File: src/rtl/simd_rf_pkg.sv
// simd_rf_pkg: shared constants and address-split helpers for the SIMD register file.
package simd_rf_pkg;
  localparam logic BANK_VEC = 1'b0;
  localparam logic BANK_SC = 1'b1;
  localparam int DEF_ELEM_W = 8;
  localparam int DEF_LANES = 16;
  localparam int DEF_NUM_VEC = 8;
  localparam int DEF_NUM_SC = 16;
  localparam int DEF_IDX_W = 4;
  function automatic logic addr_bank(input logic [31:0] a, input int idx_w);
    logic [31:0] s;
    s = a >> idx_w;
    return s[0];
  endfunction
  function automatic int addr_idx(input logic [31:0] a, input int idx_w);
    return int'(a & ((32'd1 << idx_w) - 32'd1));
  endfunction
  function automatic logic addr_ok(input logic [31:0] a, input int idx_w, input int nv, input int ns);
    return addr_bank(a, idx_w) == BANK_SC ? addr_idx(a, idx_w) < ns : addr_idx(a, idx_w) < nv;
  endfunction
endpackage

File: src/rtl/simd_regfile_sb_if.sv
// simd_regfile_sb_if: decode read/issue and write-back signals of the SIMD register file.
interface simd_regfile_sb_if import simd_rf_pkg::*; #(
  parameter int ELEM_W = DEF_ELEM_W,
  parameter int LANES = DEF_LANES,
  parameter int NUM_VEC = DEF_NUM_VEC,
  parameter int NUM_SC = DEF_NUM_SC,
  parameter int IDX_W = DEF_IDX_W
);
  localparam int AW = IDX_W + 1;
  localparam int DW = LANES * ELEM_W;
  localparam int PW = $clog2(NUM_VEC + NUM_SC + 1);
  logic [AW-1:0] rd_addr1, rd_addr2, iss_dst, wb_addr;
  logic [DW-1:0] rd_data1, rd_data2, wb_data;
  logic iss_valid, iss_use1, iss_use2, iss_wr, iss_stall, wb_valid;
  logic [LANES-1:0] wb_mask;
  logic [PW-1:0] pending;
  modport master(
    output rd_addr1, rd_addr2, iss_valid, iss_use1, iss_use2, iss_wr, iss_dst,
           wb_valid, wb_addr, wb_mask, wb_data,
    input rd_data1, rd_data2, iss_stall, pending
  );
  modport slave(
    input rd_addr1, rd_addr2, iss_valid, iss_use1, iss_use2, iss_wr, iss_dst,
          wb_valid, wb_addr, wb_mask, wb_data,
    output rd_data1, rd_data2, iss_stall, pending
  );
endinterface

File: src/rtl/rf_scoreboard.sv
// rf_scoreboard: busy bits with set-over-clear priority, pending count and RAW/WAW stall.
module rf_scoreboard import simd_rf_pkg::*; #(
  parameter int NUM_VEC = DEF_NUM_VEC,
  parameter int NUM_SC = DEF_NUM_SC,
  parameter int IDX_W = DEF_IDX_W,
  localparam int AW = IDX_W + 1,
  localparam int PW = $clog2(NUM_VEC + NUM_SC + 1)
) (
  input  logic          clk,
  input  logic          reset,
  input  logic          iss_valid,
  input  logic          iss_use1,
  input  logic          iss_use2,
  input  logic          iss_wr,
  input  logic [AW-1:0] iss_dst,
  input  logic [AW-1:0] rd_addr1,
  input  logic [AW-1:0] rd_addr2,
  input  logic          fwd1,
  input  logic          fwd2,
  input  logic          wb_valid,
  input  logic [AW-1:0] wb_addr,
  output logic          iss_stall,
  output logic [PW-1:0] pending
);
  localparam int DEPTH = 2 ** IDX_W;
  logic [DEPTH-1:0] vb_q, vb_d, sb_q, sb_d;
  logic [PW-1:0] pending_q, pending_d;
  logic raw1, raw2, waw, set_en, clr_en;
  function automatic logic is_busy(input logic [AW-1:0] a, input logic [DEPTH-1:0] vb, input logic [DEPTH-1:0] sb);
    logic [IDX_W-1:0] i;
    i = a[IDX_W-1:0];
    return addr_ok(32'(a), IDX_W, NUM_VEC, NUM_SC) && (addr_bank(32'(a), IDX_W) == BANK_SC ? sb[i] : vb[i]);
  endfunction
  assign raw1 = iss_use1 && is_busy(rd_addr1, vb_q, sb_q) && !fwd1;
  assign raw2 = iss_use2 && is_busy(rd_addr2, vb_q, sb_q) && !fwd2;
  assign waw = iss_wr && is_busy(iss_dst, vb_q, sb_q);
  assign iss_stall = iss_valid && (raw1 || raw2 || waw);
  assign set_en = iss_valid && !iss_stall && iss_wr && addr_ok(32'(iss_dst), IDX_W, NUM_VEC, NUM_SC);
  assign clr_en = wb_valid && addr_ok(32'(wb_addr), IDX_W, NUM_VEC, NUM_SC);
  // clear first so a same-cycle set on the same register wins
  always_comb begin
    vb_d = vb_q;
    sb_d = sb_q;
    if (clr_en && addr_bank(32'(wb_addr), IDX_W) == BANK_SC) sb_d[wb_addr[IDX_W-1:0]] = 1'b0;
    if (clr_en && addr_bank(32'(wb_addr), IDX_W) == BANK_VEC) vb_d[wb_addr[IDX_W-1:0]] = 1'b0;
    if (set_en && addr_bank(32'(iss_dst), IDX_W) == BANK_SC) sb_d[iss_dst[IDX_W-1:0]] = 1'b1;
    if (set_en && addr_bank(32'(iss_dst), IDX_W) == BANK_VEC) vb_d[iss_dst[IDX_W-1:0]] = 1'b1;
    pending_d = '0;
    for (int k = 0; k < DEPTH; k++) pending_d += PW'(vb_d[k]) + PW'(sb_d[k]);
  end
  always_ff @(posedge clk) begin
    if (reset) begin
      vb_q <= '0;
      sb_q <= '0;
      pending_q <= '0;
    end else begin
      vb_q <= vb_d;
      sb_q <= sb_d;
      pending_q <= pending_d;
    end
  end
  assign pending = pending_q;
endmodule

File: src/rtl/simd_regfile_sb.sv
// simd_regfile_sb: masked scalar/vector register file with broadcast reads and busy scoreboard.
// Define REGFILE_BYPASS_EN to forward same-cycle write-back data to the read ports.
module simd_regfile_sb import simd_rf_pkg::*; #(
  parameter int ELEM_W = DEF_ELEM_W,
  parameter int LANES = DEF_LANES,
  parameter int NUM_VEC = DEF_NUM_VEC,
  parameter int NUM_SC = DEF_NUM_SC,
  parameter int IDX_W = DEF_IDX_W
) (
  input logic clk,
  input logic reset,
  simd_regfile_sb_if.slave bus
);
  localparam int AW = IDX_W + 1;
  localparam int DW = LANES * ELEM_W;
  localparam int DEPTH = 2 ** IDX_W;
  logic [DW-1:0] vec_q [DEPTH];
  logic [DW-1:0] vec_d [DEPTH];
  logic [ELEM_W-1:0] sc_q [DEPTH];
  logic [ELEM_W-1:0] sc_d [DEPTH];
  logic [DW-1:0] mask_exp;
  logic [DW-1:0] rdat [2];
  logic [AW-1:0] ra [2];
  logic [1:0] fwd;
  logic [IDX_W-1:0] wb_idx;
  logic wb_ok, wb_sc;
  assign ra[0] = bus.rd_addr1;
  assign ra[1] = bus.rd_addr2;
  assign wb_idx = IDX_W'(addr_idx(32'(bus.wb_addr), IDX_W));
  assign wb_ok = bus.wb_valid && addr_ok(32'(bus.wb_addr), IDX_W, NUM_VEC, NUM_SC);
  assign wb_sc = addr_bank(32'(bus.wb_addr), IDX_W) == BANK_SC;
  for (genvar l = 0; l < LANES; l++) begin : g_mask
    assign mask_exp[l*ELEM_W +: ELEM_W] = {ELEM_W{bus.wb_mask[l]}};
  end
  always_comb begin
    vec_d = vec_q;
    sc_d = sc_q;
    if (wb_ok && !wb_sc) vec_d[wb_idx] = (vec_q[wb_idx] & ~mask_exp) | (bus.wb_data & mask_exp);
    if (wb_ok && wb_sc && bus.wb_mask[0]) sc_d[wb_idx] = bus.wb_data[ELEM_W-1:0];
  end
  always_ff @(posedge clk) begin
    if (reset) begin
      vec_q <= '{default: '0};
      sc_q <= '{default: '0};
    end else begin
      vec_q <= vec_d;
      sc_q <= sc_d;
    end
  end
  for (genvar r = 0; r < 2; r++) begin : g_rd
    logic [IDX_W-1:0] ix;
    logic ok, sc;
    logic [DW-1:0] stored;
    assign ix = IDX_W'(addr_idx(32'(ra[r]), IDX_W));
    assign ok = addr_ok(32'(ra[r]), IDX_W, NUM_VEC, NUM_SC);
    assign sc = addr_bank(32'(ra[r]), IDX_W) == BANK_SC;
    assign stored = !ok ? '0 : sc ? {LANES{sc_q[ix]}} : vec_q[ix];
`ifdef REGFILE_BYPASS_EN
    logic [DW-1:0] fwd_val;
    assign fwd[r] = bus.wb_valid && bus.wb_addr == ra[r] && ok;
    assign fwd_val = sc ? (bus.wb_mask[0] ? {LANES{bus.wb_data[ELEM_W-1:0]}} : stored)
                        : (stored & ~mask_exp) | (bus.wb_data & mask_exp);
    assign rdat[r] = fwd[r] ? fwd_val : stored;
`else
    assign fwd[r] = 1'b0;
    assign rdat[r] = stored;
`endif
  end
  assign bus.rd_data1 = rdat[0];
  assign bus.rd_data2 = rdat[1];
  rf_scoreboard #(.NUM_VEC(NUM_VEC), .NUM_SC(NUM_SC), .IDX_W(IDX_W)) u_sb (
    .clk(clk),
    .reset(reset),
    .iss_valid(bus.iss_valid),
    .iss_use1(bus.iss_use1),
    .iss_use2(bus.iss_use2),
    .iss_wr(bus.iss_wr),
    .iss_dst(bus.iss_dst),
    .rd_addr1(bus.rd_addr1),
    .rd_addr2(bus.rd_addr2),
    .fwd1(fwd[0]),
    .fwd2(fwd[1]),
    .wb_valid(bus.wb_valid),
    .wb_addr(bus.wb_addr),
    .iss_stall(bus.iss_stall),
    .pending(bus.pending)
  );
endmodule
File: src/flat_wrapper.sv
// flat-port wrapper written by rule: the top's interface ports become plain ports
module simd_regfile_sb_flat import simd_rf_pkg::*;
#(
  parameter int ELEM_W = DEF_ELEM_W,
  parameter int LANES = DEF_LANES,
  parameter int NUM_VEC = DEF_NUM_VEC,
  parameter int NUM_SC = DEF_NUM_SC,
  parameter int IDX_W = DEF_IDX_W
)
  (clk, reset, bus_rd_addr1, bus_rd_addr2, bus_iss_valid, bus_iss_use1, bus_iss_use2, bus_iss_wr, bus_iss_dst, bus_wb_valid, bus_wb_addr, bus_wb_mask, bus_wb_data, bus_rd_data1, bus_rd_data2, bus_iss_stall, bus_pending);
  simd_regfile_sb_if #(.ELEM_W(ELEM_W), .LANES(LANES), .NUM_VEC(NUM_VEC), .NUM_SC(NUM_SC), .IDX_W(IDX_W)) bus_i ();
  input logic clk;
  input logic reset;
  input wire logic [$bits(bus_i.rd_addr1)-1:0] bus_rd_addr1;
  input wire logic [$bits(bus_i.rd_addr2)-1:0] bus_rd_addr2;
  input wire logic [$bits(bus_i.iss_valid)-1:0] bus_iss_valid;
  input wire logic [$bits(bus_i.iss_use1)-1:0] bus_iss_use1;
  input wire logic [$bits(bus_i.iss_use2)-1:0] bus_iss_use2;
  input wire logic [$bits(bus_i.iss_wr)-1:0] bus_iss_wr;
  input wire logic [$bits(bus_i.iss_dst)-1:0] bus_iss_dst;
  input wire logic [$bits(bus_i.wb_valid)-1:0] bus_wb_valid;
  input wire logic [$bits(bus_i.wb_addr)-1:0] bus_wb_addr;
  input wire logic [$bits(bus_i.wb_mask)-1:0] bus_wb_mask;
  input wire logic [$bits(bus_i.wb_data)-1:0] bus_wb_data;
  output wire logic [$bits(bus_i.rd_data1)-1:0] bus_rd_data1;
  output wire logic [$bits(bus_i.rd_data2)-1:0] bus_rd_data2;
  output wire logic [$bits(bus_i.iss_stall)-1:0] bus_iss_stall;
  output wire logic [$bits(bus_i.pending)-1:0] bus_pending;
  assign bus_i.rd_addr1 = bus_rd_addr1;
  assign bus_i.rd_addr2 = bus_rd_addr2;
  assign bus_i.iss_valid = bus_iss_valid;
  assign bus_i.iss_use1 = bus_iss_use1;
  assign bus_i.iss_use2 = bus_iss_use2;
  assign bus_i.iss_wr = bus_iss_wr;
  assign bus_i.iss_dst = bus_iss_dst;
  assign bus_i.wb_valid = bus_wb_valid;
  assign bus_i.wb_addr = bus_wb_addr;
  assign bus_i.wb_mask = bus_wb_mask;
  assign bus_i.wb_data = bus_wb_data;
  assign bus_rd_data1 = bus_i.rd_data1;
  assign bus_rd_data2 = bus_i.rd_data2;
  assign bus_iss_stall = bus_i.iss_stall;
  assign bus_pending = bus_i.pending;
  simd_regfile_sb #(.ELEM_W(ELEM_W), .LANES(LANES), .NUM_VEC(NUM_VEC), .NUM_SC(NUM_SC), .IDX_W(IDX_W)) u_core (.clk(clk), .reset(reset), .bus(bus_i));
endmodule
File: config.mk
export PLATFORM = sky130hd
export DESIGN_NAME = simd_regfile_sb_flat
export DESIGN_NICKNAME = d
export VERILOG_FILES = /design/src/rtl/simd_rf_pkg.sv /design/src/rtl/simd_regfile_sb_if.sv /design/src/rtl/rf_scoreboard.sv /design/src/rtl/simd_regfile_sb.sv /design/src/flat_wrapper.sv
export SDC_FILE = /design/constraint.sdc
export NUM_CORES = 2
export LEC_CHECK = 0
export CAP_MARGIN = 15
export CORE_MARGIN = 10
export CORE_UTILIZATION = 35
export CTS_CLUSTER_DIAMETER = 60
export DETAILED_ROUTE_END_ITERATION = 8
export GPL_TIMING_DRIVEN = 0
export PLACE_DENSITY_LB_ADDON = 0.15
export SYNTH_ARGS = -nofsm -noshare
export SYNTH_HDL_FRONTEND = slang
export SYNTH_SLANG_ARGS = --single-unit
File: constraint.sdc
create_clock -name clk -period 7.99 [get_ports clk]
set_clock_uncertainty 0.1 [all_clocks]
set_input_delay 1.598 -clock clk [delete_from_list [all_inputs] [get_ports clk]]
set_output_delay 1.598 -clock clk [all_outputs]
set_load 0.02 [all_outputs]
==> metrics.md <==
| Metric | Value |
|---|---|
| Endpoints failing hold | `0` |
| I/O Buffers | `396` |
| Largest net degree at the start of global routing | `20` |
| Post-layout worst setup margin | `-118 ps` |
| Worst setup EP type | `output port` |
| Clk_lat worst skew | `910 ps` |
| Die width | `567 um` |
| VDD IR-drop max | `0.000171 V` |
| CTS tree | `yes` |
| Number of max-cap violations | `0` |
| Tot GR Track Use | `28.6%` |
| Flops & latches, synth | `2213` |
| Root buffer cell | `clkbuf_16` |
| Share of cells above drive strength 1 | `20.8%` |
| Initial Util | `35.2%` |
| Slew Viols, Final | `0` |
| Clock sink count | `2213` |
| CTS buffer count | `274` |
| Most common cell after layout, fill and taps aside | `dfxtp_1` |
| Required @ worst endpoint | `6290 ps` |
| RePlAce Congestion | `0.944` |
| Async set-reset flop share out of synthesis | `0%` |
| Max FO, Critical Path | `10` |
| RSZ-0062 raised after global routing | `true` |
| Final setup violation count | `14` |
| Post-synth EDFFs | `0` |
| Slew HR | `13.1%` |
| Syn_area_per_cell | `10.8 um^2` |
| Vias/cell | `5.87` |
| WP data arrival | `6410 ps` |
| Die area | `0.321 mm^2` |
| Synthesized Nets | `9870` |
| Clock tree buffer depth | `4` |
| Number of global-route vias before repair | `82500` |
| I/O Pins | `433` |
| Total Wirelength | `479000 um` |
| Synth Instances | `9660` |
| Startpoint Class | `primary input` |
| Area post-placement | `0.114 mm^2` |
| P per Cell Area | `214 mW/mm^2` |
| Design area | `0.124 mm^2` |
| Final TNS setup | `-705 ps` |
| Antenna violations before repair | `69` |
| Minimum clock period | `8110 ps` |
| Finished Core Util | `41.7%` |
| Worst setup path class | `primary input to output port` |
| Via count | `85600` |
| Row count | `200` |
| First-pass GRT wire length | `661000 um` |
| Top cells by area, synth | `dfxtp_1, mux4_2, nor2_1` |
| DR iter-0 viols | `11500` |
| Worst-margin pin slew | `1300 ps` |
| Register area share after synthesis | `42.4%` |
| GR Overflow Total | `0` |
| Main synth FF type | `dfxtp_1` |
| Commonest non-fill, non-tap cells in the layout | `dfxtp_1, nor2_1, mux4_2` |
| DP HPWL | `353000 um` |
| Status | `finished with violations` |
| Drc violations | `0` |
| Pleak | `44.7 nW` |
| Fin crit share | `101%` |
| Total Nets Final | `10600` |
| Post-route ant nets | `0` |
| Clock slew at reported path FFs | `50 ps` |
| Cell variety after synth | `45` |
| Synthesis warning total | `0` |
| FMAX | `0.123 GHz` |
| Synth area leader | `dfxtp_1` |
| Yosys top cell area share | `42.4%` |
| Hold crit path type | `flip-flop to flip-flop` |
| Failing checks | `setup timing` |
| PnR Total Power | `26.5 mW` |
| Syn-to-layout area delta | `18.6%` |
| Core Footprint | `0.297 mm^2` |
| Die Y | `567 um` |
| Cell Area, Synth | `0.105 mm^2` |
| DR pass1 iterations | `7` |
| DR WL/cell | `32.9 um` |
| H-tree depth | `5` |
==> flip-flops by register name (all words and copies together) (netlist names) <==
signal / flops
u_core.u_sb.vb_q: 16
u_core.vec_q: 2048
u_core.u_sb.pending: 5
u_core.u_sb.sb_q: 16
u_core.sc_q: 128
==> path summary, 6_finish.rpt <==
path,end,startpoint,slack [ps],cells past startpoint
max,bus_rd_data2[99],bus_rd_addr2[1],-120,10
min,u_core.vec_q[439],u_core.vec_q[439],360,1
max reg2reg,u_core.u_sb.pending[4],u_core.u_sb.vb_q[0],920,24
min reg2reg,u_core.vec_q[439],u_core.vec_q[439],360,1
==> timing repair <==
item                       4_1_cts  5_1_grt
resized for setup               65       32
buffers inserted                 0        4
hold endpoints to repair         0        0
hold buffers                     0        0
pin swaps                        0        1
setup endpoints to repair      157       35
==> cells by family (layout without fill, tap and decap cells) <==
family          count (synthesis)  count (layout)  synth area share, %
buf+inv                       923            1854                 3.65
other cells                     0              39                    0
fa+ha+maj                      39              39                0.639
mux                          1753            1753                 31.8
xor+xnor                        3               3               0.0251
flops                        2213            2213                 42.4
simple gates                 4362            4362                 19.5
compound gates                367             367                 1.95
==> cells in the mapped netlist (all sizes together), types with 6 or more instances <==
library cell  number
dfxtp           2213
nor2            2192
mux4            1246
nor2b           1039
nor3            1025
clkbuf           561
mux2i            376
buf              322
o21ai            288
mux2             131
nand2             56
inv               40
fa                24
a21oi             18
nand3             17
o31ai             17
o32ai             17
ha                15
nand3b            10
o41ai              9
nand2b             7
or2                6
==> per-stage QoR <==
stage | hold WS (ps) | cells | setup WS, ps
2_1_floorplan | 332 | 9660 | 295
3_3_place_gp | 345 | 14000 | -3280
3_5_place_dp | 349 | 14000 | -1730
4_1_cts | 364 | 14500 | -41.9
5_1_grt | 368 | 14500 | -80.0
6_report | 362 | 14600 | -118
==> area by class of cell <==
class                   count  area, um^2
diodes                     39        97.6
plain buffers             878        3790
clock buffers             369        7870
clock inverters           125        1600
fillers                 28300      173000
inverters                  40         150
multi-input cells        6524       56500
flip-flops and latches   2213       44300
well taps                3939        4930
repair buffers            442        4750
==> worst max-delay path: stages <==
cell	delay, ps
clkbuf_1	290
buf_2	420
buf_2	500
buf_4	400
buf_2	630
buf_2	490
mux4_2	280
mux2i_1	70
o21ai_0	890
clkdlybuf4s50_1	780
==> where the power goes <==
group | switching, mW | internal [mW] | total (mW) | leakage [nW]
clock network | 5.39 | 7.84 | 13.2 | 4.64
logic | 1.43 | 0.662 | 2.09 | 22.2
registers | 0.0677 | 11.1 | 11.2 | 17.8
total | 6.88 | 19.6 | 26.5 | 44.7
==> metal layers <==
| layer | routed length (um) | GRT usage (%) | share of wire, % |
|---|---|---|---|
| met4 | 31300 | 16.0 | 6.5 |
| met3 | 51700 | 7.81 | 11 |
| met5 | 135 | 0 | 0.028 |
| met2 | 205000 | 42.2 | 43 |
| met1 | 190000 | 37.8 | 40 |
(Power assumes the default switching activity.)
